## src/rtl/data_sram_bridge_if.sv

```systemverilog
// SRAM-like data bus between the MEM-stage bridge (master) and the data memory
// agent (slave): a request phase closed by data_addr_ok, then a data phase
// closed by data_data_ok.
interface data_sram_bridge_if;
    logic        data_req;
    logic        data_wr;
    logic [1:0]  data_size;
    logic [31:0] data_addr;
    logic [31:0] data_wdata;
    logic        data_addr_ok;
    logic        data_data_ok;
    logic [31:0] data_rdata;

    modport master (
        output data_req, data_wr, data_size, data_addr, data_wdata,
        input  data_addr_ok, data_data_ok, data_rdata
    );

    modport slave (
        input  data_req, data_wr, data_size, data_addr, data_wdata,
        output data_addr_ok, data_data_ok, data_rdata
    );
endinterface

```

## src/rtl/data_sram_bridge.sv

```systemverilog
// MEM-stage bridge from the load/store translator to the SRAM-like data bus.
// A single-cycle translator request becomes a request phase plus a data phase.
// The pipeline is stalled while a transaction is open. A flushed transaction is
// still completed on the bus, but its read data is dropped.
module data_sram_bridge #(
    parameter bit KSEG_MAP = 1'b1
) (
    input  logic        clk,
    input  logic        resetn,
    input  logic        mem_en,
    input  logic [3:0]  mem_wen,
    input  logic [31:0] mem_addr,
    input  logic [31:0] mem_wdata,
    input  logic        mem_advance,
    input  logic        flush,
    output logic [31:0] mem_rdata,
    output logic        mem_stall,
    data_sram_bridge_if.master bus
);

    typedef enum logic [1:0] {
        ST_IDLE = 2'd0,
        ST_ADDR = 2'd1,
        ST_DATA = 2'd2,
        ST_DONE = 2'd3
    } state_t;

    // Byte-enable pattern to bus transfer size; loads and odd patterns move a full word.
    function automatic logic [1:0] wen_to_size(input logic [3:0] wen);
        logic [1:0] size;
        case (wen)
            4'b1111:                            size = 2'd2;
            4'b0011, 4'b1100:                   size = 2'd1;
            4'b0001, 4'b0010, 4'b0100, 4'b1000: size = 2'd0;
            default:                            size = 2'd2;
        endcase
        return size;
    endfunction

    // Virtual to physical: kseg0/kseg1 fold onto low memory, the bus sees word addresses.
    function automatic logic [31:0] to_phys(input logic [31:0] vaddr);
        logic [31:0] paddr;
        if ((KSEG_MAP == 1'b1) && (vaddr[31:30] == 2'b10)) begin
            paddr = {3'b000, vaddr[28:2], 2'b00};
        end else begin
            paddr = {vaddr[31:2], 2'b00};
        end
        return paddr;
    endfunction

    state_t      state_r;
    state_t      state_s;
    logic        discard_r;
    logic        discard_s;
    logic        wr_r;
    logic [1:0]  size_r;
    logic [31:0] addr_r;
    logic [31:0] wdata_r;
    logic [31:0] rdata_r;

    logic        live_wr_s;
    logic [1:0]  live_size_s;
    logic [31:0] live_addr_s;
    logic        req_s;
    logic        stall_s;
    logic        capture_s;
    logic        wr_s;
    logic [1:0]  size_s;
    logic [31:0] addr_s;
    logic [31:0] wdata_s;

    assign live_wr_s   = |mem_wen;
    assign live_size_s = wen_to_size(mem_wen);
    assign live_addr_s = to_phys(mem_addr);

    // FSM state and the flag marking a flushed transaction still owned by the bus.
    always_ff @(posedge clk or negedge resetn) begin
        if (!resetn) begin
            state_r   <= ST_IDLE;
            discard_r <= 1'b0;
        end else begin
            state_r   <= state_s;
            discard_r <= discard_s;
        end
    end

    // Request fields follow the live inputs while idle so ADDR replays exactly what was offered.
    always_ff @(posedge clk or negedge resetn) begin
        if (!resetn) begin
            wr_r    <= 1'b0;
            size_r  <= 2'd0;
            addr_r  <= 32'd0;
            wdata_r <= 32'd0;
        end else if (state_r == ST_IDLE) begin
            wr_r    <= live_wr_s;
            size_r  <= live_size_s;
            addr_r  <= live_addr_s;
            wdata_r <= mem_wdata;
        end
    end

    // Read word register: only a load that completes without being discarded updates it.
    always_ff @(posedge clk or negedge resetn) begin
        if (!resetn) begin
            rdata_r <= 32'd0;
        end else if (capture_s) begin
            rdata_r <= bus.data_rdata;
        end
    end

    // Next state, discard bookkeeping and bus drive for the current phase.
    always_comb begin
        state_s   = state_r;
        discard_s = discard_r;
        req_s     = 1'b0;
        stall_s   = 1'b0;
        capture_s = 1'b0;
        wr_s      = wr_r;
        size_s    = size_r;
        addr_s    = addr_r;
        wdata_s   = wdata_r;
        case (state_r)
            ST_IDLE: begin
                wr_s      = live_wr_s;
                size_s    = live_size_s;
                addr_s    = live_addr_s;
                wdata_s   = mem_wdata;
                discard_s = 1'b0;
                if (mem_en && !flush) begin
                    req_s   = 1'b1;
                    stall_s = 1'b1;
                    if (bus.data_addr_ok) begin
                        state_s = ST_DATA;
                    end else begin
                        state_s = ST_ADDR;
                    end
                end else begin
                    state_s = ST_IDLE;
                end
            end
            ST_ADDR: begin
                // An issued request is never withdrawn; a flush only marks it for discard.
                req_s   = 1'b1;
                stall_s = 1'b1;
                if (flush) begin
                    discard_s = 1'b1;
                end else begin
                    discard_s = discard_r;
                end
                if (bus.data_addr_ok) begin
                    state_s = ST_DATA;
                end else begin
                    state_s = ST_ADDR;
                end
            end
            ST_DATA: begin
                stall_s = 1'b1;
                if (bus.data_data_ok) begin
                    discard_s = 1'b0;
                    if (discard_r || flush) begin
                        state_s = ST_IDLE;
                    end else begin
                        state_s   = ST_DONE;
                        capture_s = ~wr_r;
                    end
                end else if (flush) begin
                    discard_s = 1'b1;
                end else begin
                    discard_s = discard_r;
                end
            end
            ST_DONE: begin
                if (mem_advance || flush) begin
                    state_s = ST_IDLE;
                end else begin
                    state_s = ST_DONE;
                end
            end
            default: begin
                state_s   = ST_IDLE;
                discard_s = 1'b0;
            end
        endcase
    end

    // Request and stall are qualified by reset so they drop in the same cycle reset asserts.
    assign bus.data_req   = req_s & resetn;
    assign bus.data_wr    = wr_s;
    assign bus.data_size  = size_s;
    assign bus.data_addr  = addr_s;
    assign bus.data_wdata = wdata_s;
    assign mem_stall      = stall_s & resetn;
    assign mem_rdata      = rdata_r;

endmodule

```

## src/flat_wrapper.sv

```systemverilog
// flat-port wrapper written by rule: the top's interface ports become plain ports
module data_sram_bridge_flat 
#(
    parameter bit KSEG_MAP = 1'b1
)
  (clk, resetn, mem_en, mem_wen, mem_addr, mem_wdata, mem_advance, flush, mem_rdata, mem_stall, bus_data_req, bus_data_wr, bus_data_size, bus_data_addr, bus_data_wdata, bus_data_addr_ok, bus_data_data_ok, bus_data_rdata);
  data_sram_bridge_if bus_i ();
  input  logic clk;
  input  logic resetn;
  input  logic mem_en;
  input  logic [3:0] mem_wen;
  input  logic [31:0] mem_addr;
  input  logic [31:0] mem_wdata;
  input  logic mem_advance;
  input  logic flush;
  output logic [31:0] mem_rdata;
  output logic mem_stall;
  output wire logic [$bits(bus_i.data_req)-1:0] bus_data_req;
  output wire logic [$bits(bus_i.data_wr)-1:0] bus_data_wr;
  output wire logic [$bits(bus_i.data_size)-1:0] bus_data_size;
  output wire logic [$bits(bus_i.data_addr)-1:0] bus_data_addr;
  output wire logic [$bits(bus_i.data_wdata)-1:0] bus_data_wdata;
  input wire logic [$bits(bus_i.data_addr_ok)-1:0] bus_data_addr_ok;
  input wire logic [$bits(bus_i.data_data_ok)-1:0] bus_data_data_ok;
  input wire logic [$bits(bus_i.data_rdata)-1:0] bus_data_rdata;
  assign bus_data_req = bus_i.data_req;
  assign bus_data_wr = bus_i.data_wr;
  assign bus_data_size = bus_i.data_size;
  assign bus_data_addr = bus_i.data_addr;
  assign bus_data_wdata = bus_i.data_wdata;
  assign bus_i.data_addr_ok = bus_data_addr_ok;
  assign bus_i.data_data_ok = bus_data_data_ok;
  assign bus_i.data_rdata = bus_data_rdata;
  data_sram_bridge #(.KSEG_MAP(KSEG_MAP)) u_core (.clk(clk), .resetn(resetn), .mem_en(mem_en), .mem_wen(mem_wen), .mem_addr(mem_addr), .mem_wdata(mem_wdata), .mem_advance(mem_advance), .flush(flush), .mem_rdata(mem_rdata), .mem_stall(mem_stall), .bus(bus_i));
endmodule
```

## config.mk

```make
export PLATFORM = sky130hd
export DESIGN_NAME = data_sram_bridge_flat
export DESIGN_NICKNAME = d
export VERILOG_FILES = /design/src/rtl/data_sram_bridge_if.sv /design/src/rtl/data_sram_bridge.sv /design/src/flat_wrapper.sv
export SDC_FILE = /design/constraint.sdc
export NUM_CORES = 1
export LEC_CHECK = 0
export CORE_UTILIZATION = 35
export CTS_CLUSTER_DIAMETER = 200
export DETAILED_ROUTE_END_ITERATION = 10
export PLACE_DENSITY = 0.72
export REMOVE_ABC_BUFFERS = 1
export SYNTH_ARGS = -nofsm -noshare
export SYNTH_HDL_FRONTEND = slang
export SYNTH_SLANG_ARGS = --single-unit
```

## constraint.sdc

```tcl
create_clock -name clk -period 2.45 [get_ports clk]
set_clock_uncertainty 0.15 [all_clocks]
set_input_delay 0.49 -clock clk [delete_from_list [all_inputs] [get_ports clk]]
set_output_delay 0.49 -clock clk [all_outputs]
set_load 0.1 [all_outputs]
```

Yosys cells after proc, flatten, opt, wreduce, memory -nomap -nowiden
Cells that the tools add are included.
{"block": "word_totals", "word_cells": 52, "reg_bits": 102, "inputBits": 107, "output_inout_bits": 101}
{"block": "classes", "bitwise": 3, "eq_ne": 11, "n_mux": 21, "n_reduce_logical": 10}
{"operator": "32-bit 2-to-1 mux", "n": 3}
{"operator": "2-bit 2-to-1 mux", "n": 6}
{"operator": "4-bit by 2-bit == test with 1-bit output (second input constant)", "n": 2}
{"operator": "4-bit == test (second input constant)", "n": 2}
{"operator": "2-bit case mux with 4 select lines", "n": 1}
{"operator": "4-bit OR reduction", "n": 2}
{"operator": "1-bit 2-to-1 mux", "n": 7}
{"operator": "2-bit == test (second input constant)", "n": 3}
{"operator": "4-bit by 1-bit == test with 1-bit output (second input constant)", "n": 1}
{"operator": "4-bit by 3-bit == test with 1-bit output (second input constant)", "n": 1}
{"operator": "1-bit case mux with 2 select lines", "n": 2}
{"operator": "2-bit case mux with 2 select lines", "n": 1}
{"operator": "2-bit OR reduction", "n": 2}
{"operator": "1-bit case mux with 3 select lines", "n": 1}
{"operator": "3-bit nonzero test", "n": 1}
{"operator": "1-bit AND", "n": 2}
{"operator": "2-bit by 1-bit == test with 1-bit output (second input constant)", "n": 1}
{"operator": "2-bit logical NOT", "n": 1}
{"operator": "1-bit logical OR", "n": 2}
{"operator": "2-bit != test (second input constant)", "n": 1}
{"operator": "1-bit logical AND", "n": 1}
{"operator": "1-bit logical NOT", "n": 1}
{"operator": "1-bit NOT", "n": 1}

Logic depth before layout (Yosys ltp)
Gate-level depths: netlist of the first run.
{"block": "logic_depth", "depth_word": 5, "mapped_depth": 6, "depth_no_buf": 5}

Worst setup path after synthesis of the first run
Ideal clock, no wire load.
{"block": "synth_timing", "path_kind": "flip-flop to output port", "from": "reg u_core.state_r[0]", "to": "out bus_data_addr[29]", "setup_slack_ps": -1373, "path_stages_with_launch": 6, "t_arrival_ps": 3183, "required_time_ps": 1810, "path_buffers": 2, "cell_sequence": "dfrtp_1 > inv_1 > ha_1 > clkbuf_1 > clkbuf_1 > o21ai_0"}
{"block": "synth_via", "elab_chain_cells": 2}
{"item": "start: declaration", "line_no": "data_sram_bridge.sv:51", "source": "state_t state_r;"}
{"item": "start signal: assignment", "line_no": "data_sram_bridge.sv:82", "source": "state_r <= state_s;"}
{"item": "2-bit logical NOT", "line_no": "data_sram_bridge.sv:122", "source": "case (state_r)"}
{"item": "32-bit 2-to-1 mux", "line_no": "data_sram_bridge.sv:122"}
{"item": "end: declaration", "line_no": "flat_wrapper.sv:21", "source": "output wire logic [$bits(bus_i.data_addr)-1:0] bus_data_addr;"}
No other way between the ends.

Worst setup path in the final report of the first run
{"block": "layout_timing", "from": "reg u_core.state_r[1]", "to": "out bus_data_addr[8]"}
The elaborated chain is that of the path after synthesis.

==> results.json, run 1 <==
{
  "syn_area_per_cell_um2": 15.8,
  "antenna_found_initial": 0,
  "rsz0062_at_grt": "true",
  "r2r_start": "u_core.state_r[0]",
  "utilization_pct": 68.9,
  "pwr-share-clk_pct": 27.5,
  "maxSlewHeadroom_pct": 68.6,
  "regArea_mm2": 0.00255,
  "syn_inst": 253,
  "via_count": 3011,
  "switching_share_pct": 35.0,
  "dieArea_mm2": 0.0119,
  "r2r-end": "u_core.mem_rdata[23]",
  "post-synth-top-count-cell": "dfrtp_1",
  "hold_viol_final": 0,
  "synth_cell_type_count": 25,
  "gp_congestion": 0.722,
  "drt_iter0_drc": 62,
  "setup_violations": 22,
  "clk_latency_ns": 0.34,
  "cts-htree-levels": 3,
  "start_util_pct": 36.4,
  "path_max_fanout": 11,
  "cts.sinks": 102,
  "fmax_mhz": 405,
  "slew_viol_final": 0,
  "num-fill-cells": 769,
  "ys_top_cells_by_count": "dfrtp_1, mux2_2, inv_1, buf_2, nor2_1",
  "path_class": "reg2out",
  "n_antenna_cell": 0,
  "seq_area_frac_synth_pct": 63.8,
  "status": "finished with violations",
  "first_pass_iters": 4,
  "worstHoldEndpoint": "u_core.mem_rdata[28]",
  "cts_root_buffer": "clkbuf_16",
  "hold_path_depth": 1,
  "cp.arrival_ns": 1.83,
  "p_seq_share_pct": 35.4,
  "hold_slack_ns": 0.359,
  "worstHoldStart": "u_core.mem_rdata[28]",
  "die_h_um": 109,
  "min_path_type": "reg2reg",
  "grt.total_usage_pct": 18.8,
  "avgRoutedWirePerCell_um": 17.5,
  "tritoncts": "yes",
  "io_pins": 208,
  "die_w_um": 109,
  "cts_buffers": 9,
  "p_leak_nw": 3.56,
  "cp.required_ns": 1.81,
  "cts_buffer_depth": 2,
  "yosysTopAreaCell": "dfrtp_1",
  "tightest_slew_ns": 0.471,
  "grt_overflow_total": 0,
  "violations": "negative setup slack",
  "synth_top_area_share_pct": 63.8,
  "peakVddDrop_mv": 0.395,
  "core_mm2": 0.0110,
  "cp-end-kind": "output pin",
  "ys_async_sr_fraction_pct": 100,
  "vias_per_cell": 4.79,
  "synth_edf_count": 0,
  "nets": 596,
  "intPower_mw": 3.38,
  "place_ws_ns": -0.0400,
  "syn-cell-area_mm2": 0.00400,
  "layout-drive-gt1-share_pct": 50.1,
  "p_per_area_mw_per_mm2": 687,
  "clk_pin_slew_ns": 0.06,
  "worstSetupStartpointType": "flop",
  "post-route-period-util_pct": 101,
  "r2r_cells": 8,
  "multiInputGateArea_mm2": 0.00151,
  "synth_top_cells_by_area": "dfrtp_1, mux2_2, ha_1, buf_6, buf_2",
  "cap_violations": 0,
  "r2r_slack_ns": 0.27,
  "grt_max_degree": 90,
  "dp_hpwl_um": 7750,
  "p_sw_mw": 1.82,
  "ys_ff_latch": 102,
  "drt-total-wl_um": 11000,
  "p_comb_share_pct": 37.1,
  "area_growth_pct": 89.3,
  "synth_flop_cell": "dfrtp_1",
  "grt_pass1_wl_um": 16600,
  "drc": 0,
  "grt_pass1_vias": 3309,
  "rows": 38,
  "layout_setup_ws_ns": -0.0210,
  "yosys_warnings": 0,
  "io_buffer_count": 205,
  "fin_crit_ns": 2.47,
  "ant_nets": 0
}
## final cells by class
class | count | area share, %
repair buffers | 232 | 39.6
flip-flops and latches | 102 | 33.7
clock buffers | 12 | 3.39
multi-input cells | 132 | 19.9
well taps | 140 | 2.32
clock inverters | 3 | 0.579
inverters | 8 | 0.397
## registers in the layout (all words and copies together) (netlist names)
name	cells
u_core.addr_r	32
u_core.mem_rdata	32
u_core.wdata_r	32
u_core.size_r	2
u_core.state_r	2
u_core.discard_r	1
u_core.wr_r	1
## worst max-delay path, stage by stage, from the launching register on
cell and delay (ns):
dfrtp_1 0.39, inv_2 0.08, ha_4 0.15, buf_12 0.16
buf_16 0.15, mux2_2 0.37, buf_12 0.17
## logic make-up after synthesis
logic type,Yosys count,synth area share (%)
and+or+nand+nor,16,2.88
buffers and inverters,19,2.54
muxes,93,26.2
AOI/OAI and AO/OA,18,3.07
adders and majority gates,4,1.25
DFF,102,63.8
xor gates and xnor gates,1,0.219
## per-stage QoR
step           cell area (um^2)  TNS (ns)  std cells  power [mW]
6_report                   7570    -0.267        629        5.20
5_1_grt                    7570     -3.49        629        5.37
4_1_cts                    7430    -0.967        623        5.22
3_5_place_dp               6890   -0.0400        596        3.72
3_3_place_gp               6890  -0.00235        596        3.69
2_1_floorplan              3930   -148.04        242        2.95
## power by group through the flow
stage	sequential [mW]	clock (mW)	combinational, mW
detailed placement	1.87	0	1.84
floorplan	2.06	0	0.895
global route	1.85	1.53	1.99
finish	1.84	1.43	1.93
global placement	1.86	0	1.83
CTS	1.84	1.47	1.91
## per-layer routing
metal	global-route usage [%]	wire length, um
met4	8.69	277
met3	6.75	878
met1	20.1	4150
met2	33.1	5720
met5	0	0
## placed cells by master, fill, tap and decap left out, types with 3 or more instances in the layout
| cell type | count |
|---|---|
| nor2b_1 | 3 |
| buf_6 | 5 |
| dfrtp_1 | 102 |
| clkbuf_16 | 10 |
| o21ai_0 | 3 |
| inv_1 | 6 |
| mux2_2 | 57 |
| clkdlybuf4s50_1 | 102 |
| nor2_1 | 5 |
| ha_1 | 3 |
| buf_12 | 72 |
| buf_16 | 3 |
| buf_4 | 46 |
| mux2_4 | 36 |
## timing repair
action                                  CTS  global route
buffers inserted                         10             4
pin swaps                                 3             3
gates resized for setup                  37            17
endpoints found under the hold margin    13             0
hold buffers                              1             0
endpoints found under the setup margin   65            65
cloned                                    1             2
## worst max-delay path by stage
stage	startpoint	end	slack (ns)	depth (start not counted)
global route	u_core.state_r[0]	mem_stall	-0.08	7
finish	u_core.state_r[1]	bus_data_addr[8]	-0.02	6
detailed placement	mem_wen[3]	bus_data_size[0]	-0.04	5
CTS	u_core.state_r[1]	bus_data_wdata[11]	-0.04	6
global placement	mem_wen[3]	bus_data_size[0]	-0.002	5
floorplan	u_core.state_r[0]	u_core.addr_r[29]	-2.27	3
(Power assumes the default switching activity.)
==> inputs of run 2 (changes only) <==
--- a/config.mk
+++ b/config.mk
@@ -5,11 +5,12 @@
 export SDC_FILE = /design/constraint.sdc
 export NUM_CORES = 1
 export LEC_CHECK = 0
+export CAP_MARGIN = 10
 export CORE_UTILIZATION = 35
 export CTS_CLUSTER_DIAMETER = 200
 export DETAILED_ROUTE_END_ITERATION = 10
 export PLACE_DENSITY = 0.72
-export REMOVE_ABC_BUFFERS = 1
 export SYNTH_ARGS = -nofsm -noshare
 export SYNTH_HDL_FRONTEND = slang
 export SYNTH_SLANG_ARGS = --single-unit
+export TNS_END_PERCENT = 20
==> results.json, run 2 (synthesized netlist as in run 1, its figures left out) <==
{
  "drc": 0,
  "gp_congestion": 0.738,
  "io_pins": 208,
  "io_buffer_count": 205,
  "p_leak_nw": 3.67,
  "utilization_pct": 69.7,
  "synth_nets": 364,
  "clk_pin_slew_ns": 0.06,
  "drt-total-wl_um": 11100,
  "startpoint": "u_core.state_r[0]",
  "core_mm2": 0.0110,
  "grt_pass1_wl_um": 15600,
  "avgRoutedWirePerCell_um": 17.8,
  "tritoncts": "yes",
  "first_pass_iters": 4,
  "cp.arrival_ns": 1.84,
  "die_w_um": 109,
  "rows": 38,
  "crit_path_cell_trace": "inv_2 -> ha_4 -> buf_12 -> clkbuf_16 -> mux2_4 -> buf_12",
  "setup_violations": 15,
  "path_class": "reg2out",
  "path_max_fanout": 8,
  "status": "finished with violations",
  "cp_slowest_stage_delay_ns": 0.40,
  "die_h_um": 109,
  "grt_overflow_total": 0,
  "dp_hpwl_um": 7570,
  "nets": 589,
  "busiest_layer": "met2",
  "worstSetupStartpointType": "flop",
  "fin_crit_ns": 2.48,
  "vias_per_cell": 4.74,
  "layout_setup_ws_ns": -0.0256,
  "fin_cells": 623,
  "dpl.cell_count": 595,
  "cts-htree-levels": 3,
  "drt_iter0_drc": 75,
  "cp.required_ns": 1.81,
  "post-route-period-util_pct": 101,
  "use_met1_pct": 20.0,
  "slew_viol_final": 0,
  "cts_root_buffer": "clkbuf_16",
  "clk_latency_ns": 0.33,
  "crit_path_frequent_cell": "buf_12",
  "cts_buffer_depth": 2,
  "hold_slack_ns": 0.0824,
  "layout_common_cells": "dfrtp_1, clkdlybuf4s50_1, buf_12",
  "cp-end-kind": "output pin",
  "rsz0062_at_grt": "true",
  "ant_nets": 0,
  "grt.total_usage_pct": 17.3,
  "n_antenna_cell": 0,
  "grt_max_degree": 82,
  "dieArea_mm2": 0.0119,
  "cts.sinks": 102,
  "hold_viol_final": 0,
  "start_util_pct": 36.4,
  "grt_use_met3_pct": 6.52,
  "p_per_area_mw_per_mm2": 674,
  "via_count": 2951,
  "peakVddDrop_mv": 0.429,
  "maxSlewHeadroom_pct": 36.6,
  "grt_pass1_vias": 3192,
  "antenna_found_initial": 0,
  "layout-drive-gt1-share_pct": 50.3,
  "area_growth_pct": 91.6,
  "use_met2_pct": 29.5,
  "fmax_mhz": 404,
  "cap_violations": 0,
  "critical_path.slowest_cell": "dfrtp_1",
  "r2r_cells": 6,
  "final_common_cell": "dfrtp_1",
  "tightest_slew_ns": 0.948,
  "r2r_start": "u_core.state_r[1]",
  "cts_buffers": 9,
  "min_path_type": "in2async",
  "violations": "negative setup slack"
}
run 2: cell types whose count changed in the layout (fill, tap and decap cells not counted), sizes merged:
cell,previous run,this run
clkbuf,13,16
buf,127,118
dlymetal6s2s,1,2
clkdlybuf4s50,102,101
clkinvlp,0,1
bufinv,1,0
run 2: metrics by stage:
stage	power, mW	setup TNS [ns]	setup slack, ns	instance area [um^2]
2_1_floorplan	2.96	-0.476	-0.111	4040
3_3_place_gp	3.70	0	0.0420	6920
3_5_place_dp	3.72	0	0.0433	6920
4_1_cts	5.11	-2.61	-0.0802	7270
5_1_grt	5.34	-3.13	-0.0895	7660
6_report	5.16	-0.290	-0.0256	7660
run 2: report_power, final:
part	internal [mW]	switching [mW]	leakage [nW]	total, mW
sequential	1.80	0.0416	1.26	1.84
combinational	0.761	1.20	2.27	1.97
clock	0.769	0.585	0.142	1.35
run 2: metal layers:
| metal | vias to the layer above | wire [um] | share of wire, % |
|---|---|---|---|
| met5 | - | 0 | 0 |
| met4 | 0 | 139 | 1.3 |
| met3 | 11 | 943 | 8.5 |
| met2 | 120 | 5520 | 50 |
| met1 | 1482 | 4470 | 40 |
| li1 | 1338 | - | - |
run 2: path summary, 6_finish.rpt:
check,endpoint,slack (ns)
setup / recovery,bus_data_wdata[15],-0.03
hold / removal,u_core.mem_rdata[23],0.08
setup reg to reg,u_core.mem_rdata[23],0.48
hold reg to reg,u_core.mem_rdata[9],0.36
max in group asynchronous,u_core.size_r[0],0.81
min in group clk,u_core.mem_rdata[9],0.36
run 2: critical path, delay by kind of cell, from the launching register on:
family / cells / cell delay (ns)
flip-flops: 1 / 0.40
multiplexers: 1 / 0.33
adder cells (fa/ha/maj): 1 / 0.18
buffers and inverters: 4 / 0.59
run 2: what timing repair did:
item / in CTS / in global routing
gates cloned: 1 / 4
gates resized for setup: 4 / 68
hold buffers: 1 / 0
setup endpoints to repair: 61 / 64
hold endpoints to repair: 21 / 0
pin swaps: 1 / 5
setup buffers: 3 / 3
run 2: area by class of cell:
type / count / area, um^2
Clock buffer: 13 / 270
Clock inverter: 3 / 17.5
Fill cell: 751 / 3320
Inverter: 8 / 30.0
Multi-Input combinational cell: 132 / 1620
Sequential cell: 102 / 2550
Tap cell: 140 / 175
Timing Repair Buffer: 225 / 3000
==> inputs of run 3 (changes only) <==
--- a/config.mk
+++ b/config.mk
@@ -9,7 +9,7 @@
 export CORE_UTILIZATION = 35
 export CTS_CLUSTER_DIAMETER = 200
 export DETAILED_ROUTE_END_ITERATION = 10
-export PLACE_DENSITY = 0.72
+export PLACE_DENSITY = 0.69
 export SYNTH_ARGS = -nofsm -noshare
 export SYNTH_HDL_FRONTEND = slang
 export SYNTH_SLANG_ARGS = --single-unit
==> results.json, run 3 (synthesized netlist as in run 1, its figures left out) <==
{
  "hold_viol_final": 0,
  "slew_viol_final": 0,
  "vias_per_cell": 4.69,
  "p_comb_share_pct": 36.8,
  "cp.required_ns": 1.81,
  "synth_nets": 364,
  "cts.sinks": 102,
  "cts_buffers": 9,
  "finalSetupTns_ns": -0.0642,
  "worstSetupStartpointType": "flop",
  "post-route-period-util_pct": 100,
  "grt_pass1_wl_um": 16800,
  "met3_length_um": 957,
  "violations": "negative setup slack",
  "path_class": "reg2out",
  "drc": 0,
  "io_buffer_count": 205,
  "layout-drive-gt1-share_pct": 50.7,
  "die_w_um": 109,
  "layout_setup_ws_ns": -0.00847,
  "grt_pass1_vias": 3350,
  "routed.top_layer": "met4",
  "setup_violations": 18,
  "p_leak_nw": 3.61,
  "status": "finished with violations",
  "hold_slack_ns": 0.361,
  "gp_congestion": 0.734,
  "rows": 38,
  "grt_max_degree": 91,
  "avgRoutedWirePerCell_um": 17.8,
  "dpl.cell_count": 595,
  "intPower_mw": 3.41,
  "layout_common_cells": "clkdlybuf4s50_1, dfrtp_1, buf_12",
  "first_pass_iters": 3,
  "drt-total-wl_um": 11200,
  "core_mm2": 0.0110,
  "peakVddDrop_mv": 0.497,
  "p_total_mw": 5.29,
  "cap_violations": 0,
  "grt_overflow_total": 0,
  "nets": 593,
  "tightest_slew_ns": 0.504,
  "place_ws_ns": 0.0415,
  "area_growth_pct": 91.2,
  "drt_iter0_drc": 68,
  "die_h_um": 109,
  "drt-met1-wl_um": 4220,
  "antenna_found_initial": 0,
  "switching_share_pct": 35.6,
  "ant_nets": 0,
  "rsz0062_at_grt": "true",
  "io_pins": 208,
  "via_count": 2942,
  "start_util_pct": 36.4,
  "dp_hpwl_um": 7510,
  "p_per_area_mw_per_mm2": 692,
  "path_max_fanout": 10,
  "fin_cells": 627,
  "grt.total_usage_pct": 18.9,
  "final_common_cell": "clkdlybuf4s50_1",
  "p_sw_mw": 1.88,
  "cts_buffer_depth": 2,
  "routed-wl-met2_um": 5880,
  "cts_root_buffer": "clkbuf_16",
  "min_path_type": "reg2reg",
  "fmax_mhz": 407,
  "cts-htree-levels": 3,
  "tritoncts": "yes",
  "cp-end-kind": "output pin",
  "fin_crit_ns": 2.46,
  "dieArea_mm2": 0.0119,
  "pwr-share-clk_pct": 28.4,
  "clk_latency_ns": 0.34,
  "n_antenna_cell": 0,
  "clk_pin_slew_ns": 0.07,
  "p_seq_share_pct": 34.8,
  "cp.arrival_ns": 1.82,
  "maxSlewHeadroom_pct": 66.4
}
==> run 3: metrics by stage <==
| stage | cell area [um^2] | utilization [%] |
|---|---|---|
| 6_report | 7640 | 69.6 |
| 5_1_grt | 7640 | 69.6 |
| 4_1_cts | 7470 | 68.0 |
| 3_5_place_dp | 6910 | 62.9 |
| 3_3_place_gp | 6910 | 62.9 |
| 2_1_floorplan | 4040 | - |
==> run 3: what timing repair did <==
action,CTS,global route
pin swaps,1,2
cloned,3,2
endpoints found under the setup margin,66,57
endpoints found under the hold margin,12,0
hold buffers,1,0
buffers inserted,6,4
gates resized for setup,31,23
==> run 3: path summary, 6_finish.rpt <==
path,from,endpoint,slack (ns),depth (start not counted)
max reg2reg,u_core.state_r[1],u_core.mem_rdata[20],0.48,6
max in group asynchronous,resetn,u_core.size_r[0],0.98,3
max,u_core.state_r[0],bus_data_addr[7],-0.008,6
min,u_core.mem_rdata[15],u_core.mem_rdata[15],0.36,1
min reg2reg,u_core.mem_rdata[15],u_core.mem_rdata[15],0.36,1
min in group asynchronous,resetn,u_core.addr_r[2],0.41,2
==> run 3: critical path, cell delays in order (launching register included) <==
cell and delay (ns):
dfrtp_1 0.40, inv_2 0.09, ha_4 0.18, buf_12 0.14, buf_12 0.15, mux2_4 0.33
buf_12 0.17
==> run 3: cell type report <==
cell class,instances,area (um^2)
well taps,140,175
flip-flops and latches,102,2550
inverters,8,30.0
fillers,754,3340
clock inverters,5,65.1
repair buffers,229,2990
multi-input cells,132,1580
clock buffers,11,253
==> run 3: per-layer routing <==
metal	track usage, %	vias to the layer above
li1	-	1348
met1	20.4	1470
met2	33.9	116
met3	7.17	8
met4	5.79	0
met5	0	-
==> run 3: power by group through the flow <==
stage / combinational, mW / clock, mW / sequential [mW]
after floorplan: 0.905 / 0 / 2.06
after global placement: 1.84 / 0 / 1.86
after detailed placement: 1.85 / 0 / 1.87
after CTS: 1.92 / 1.54 / 1.84
after global routing: 2.01 / 1.60 / 1.85
final: 1.95 / 1.50 / 1.84
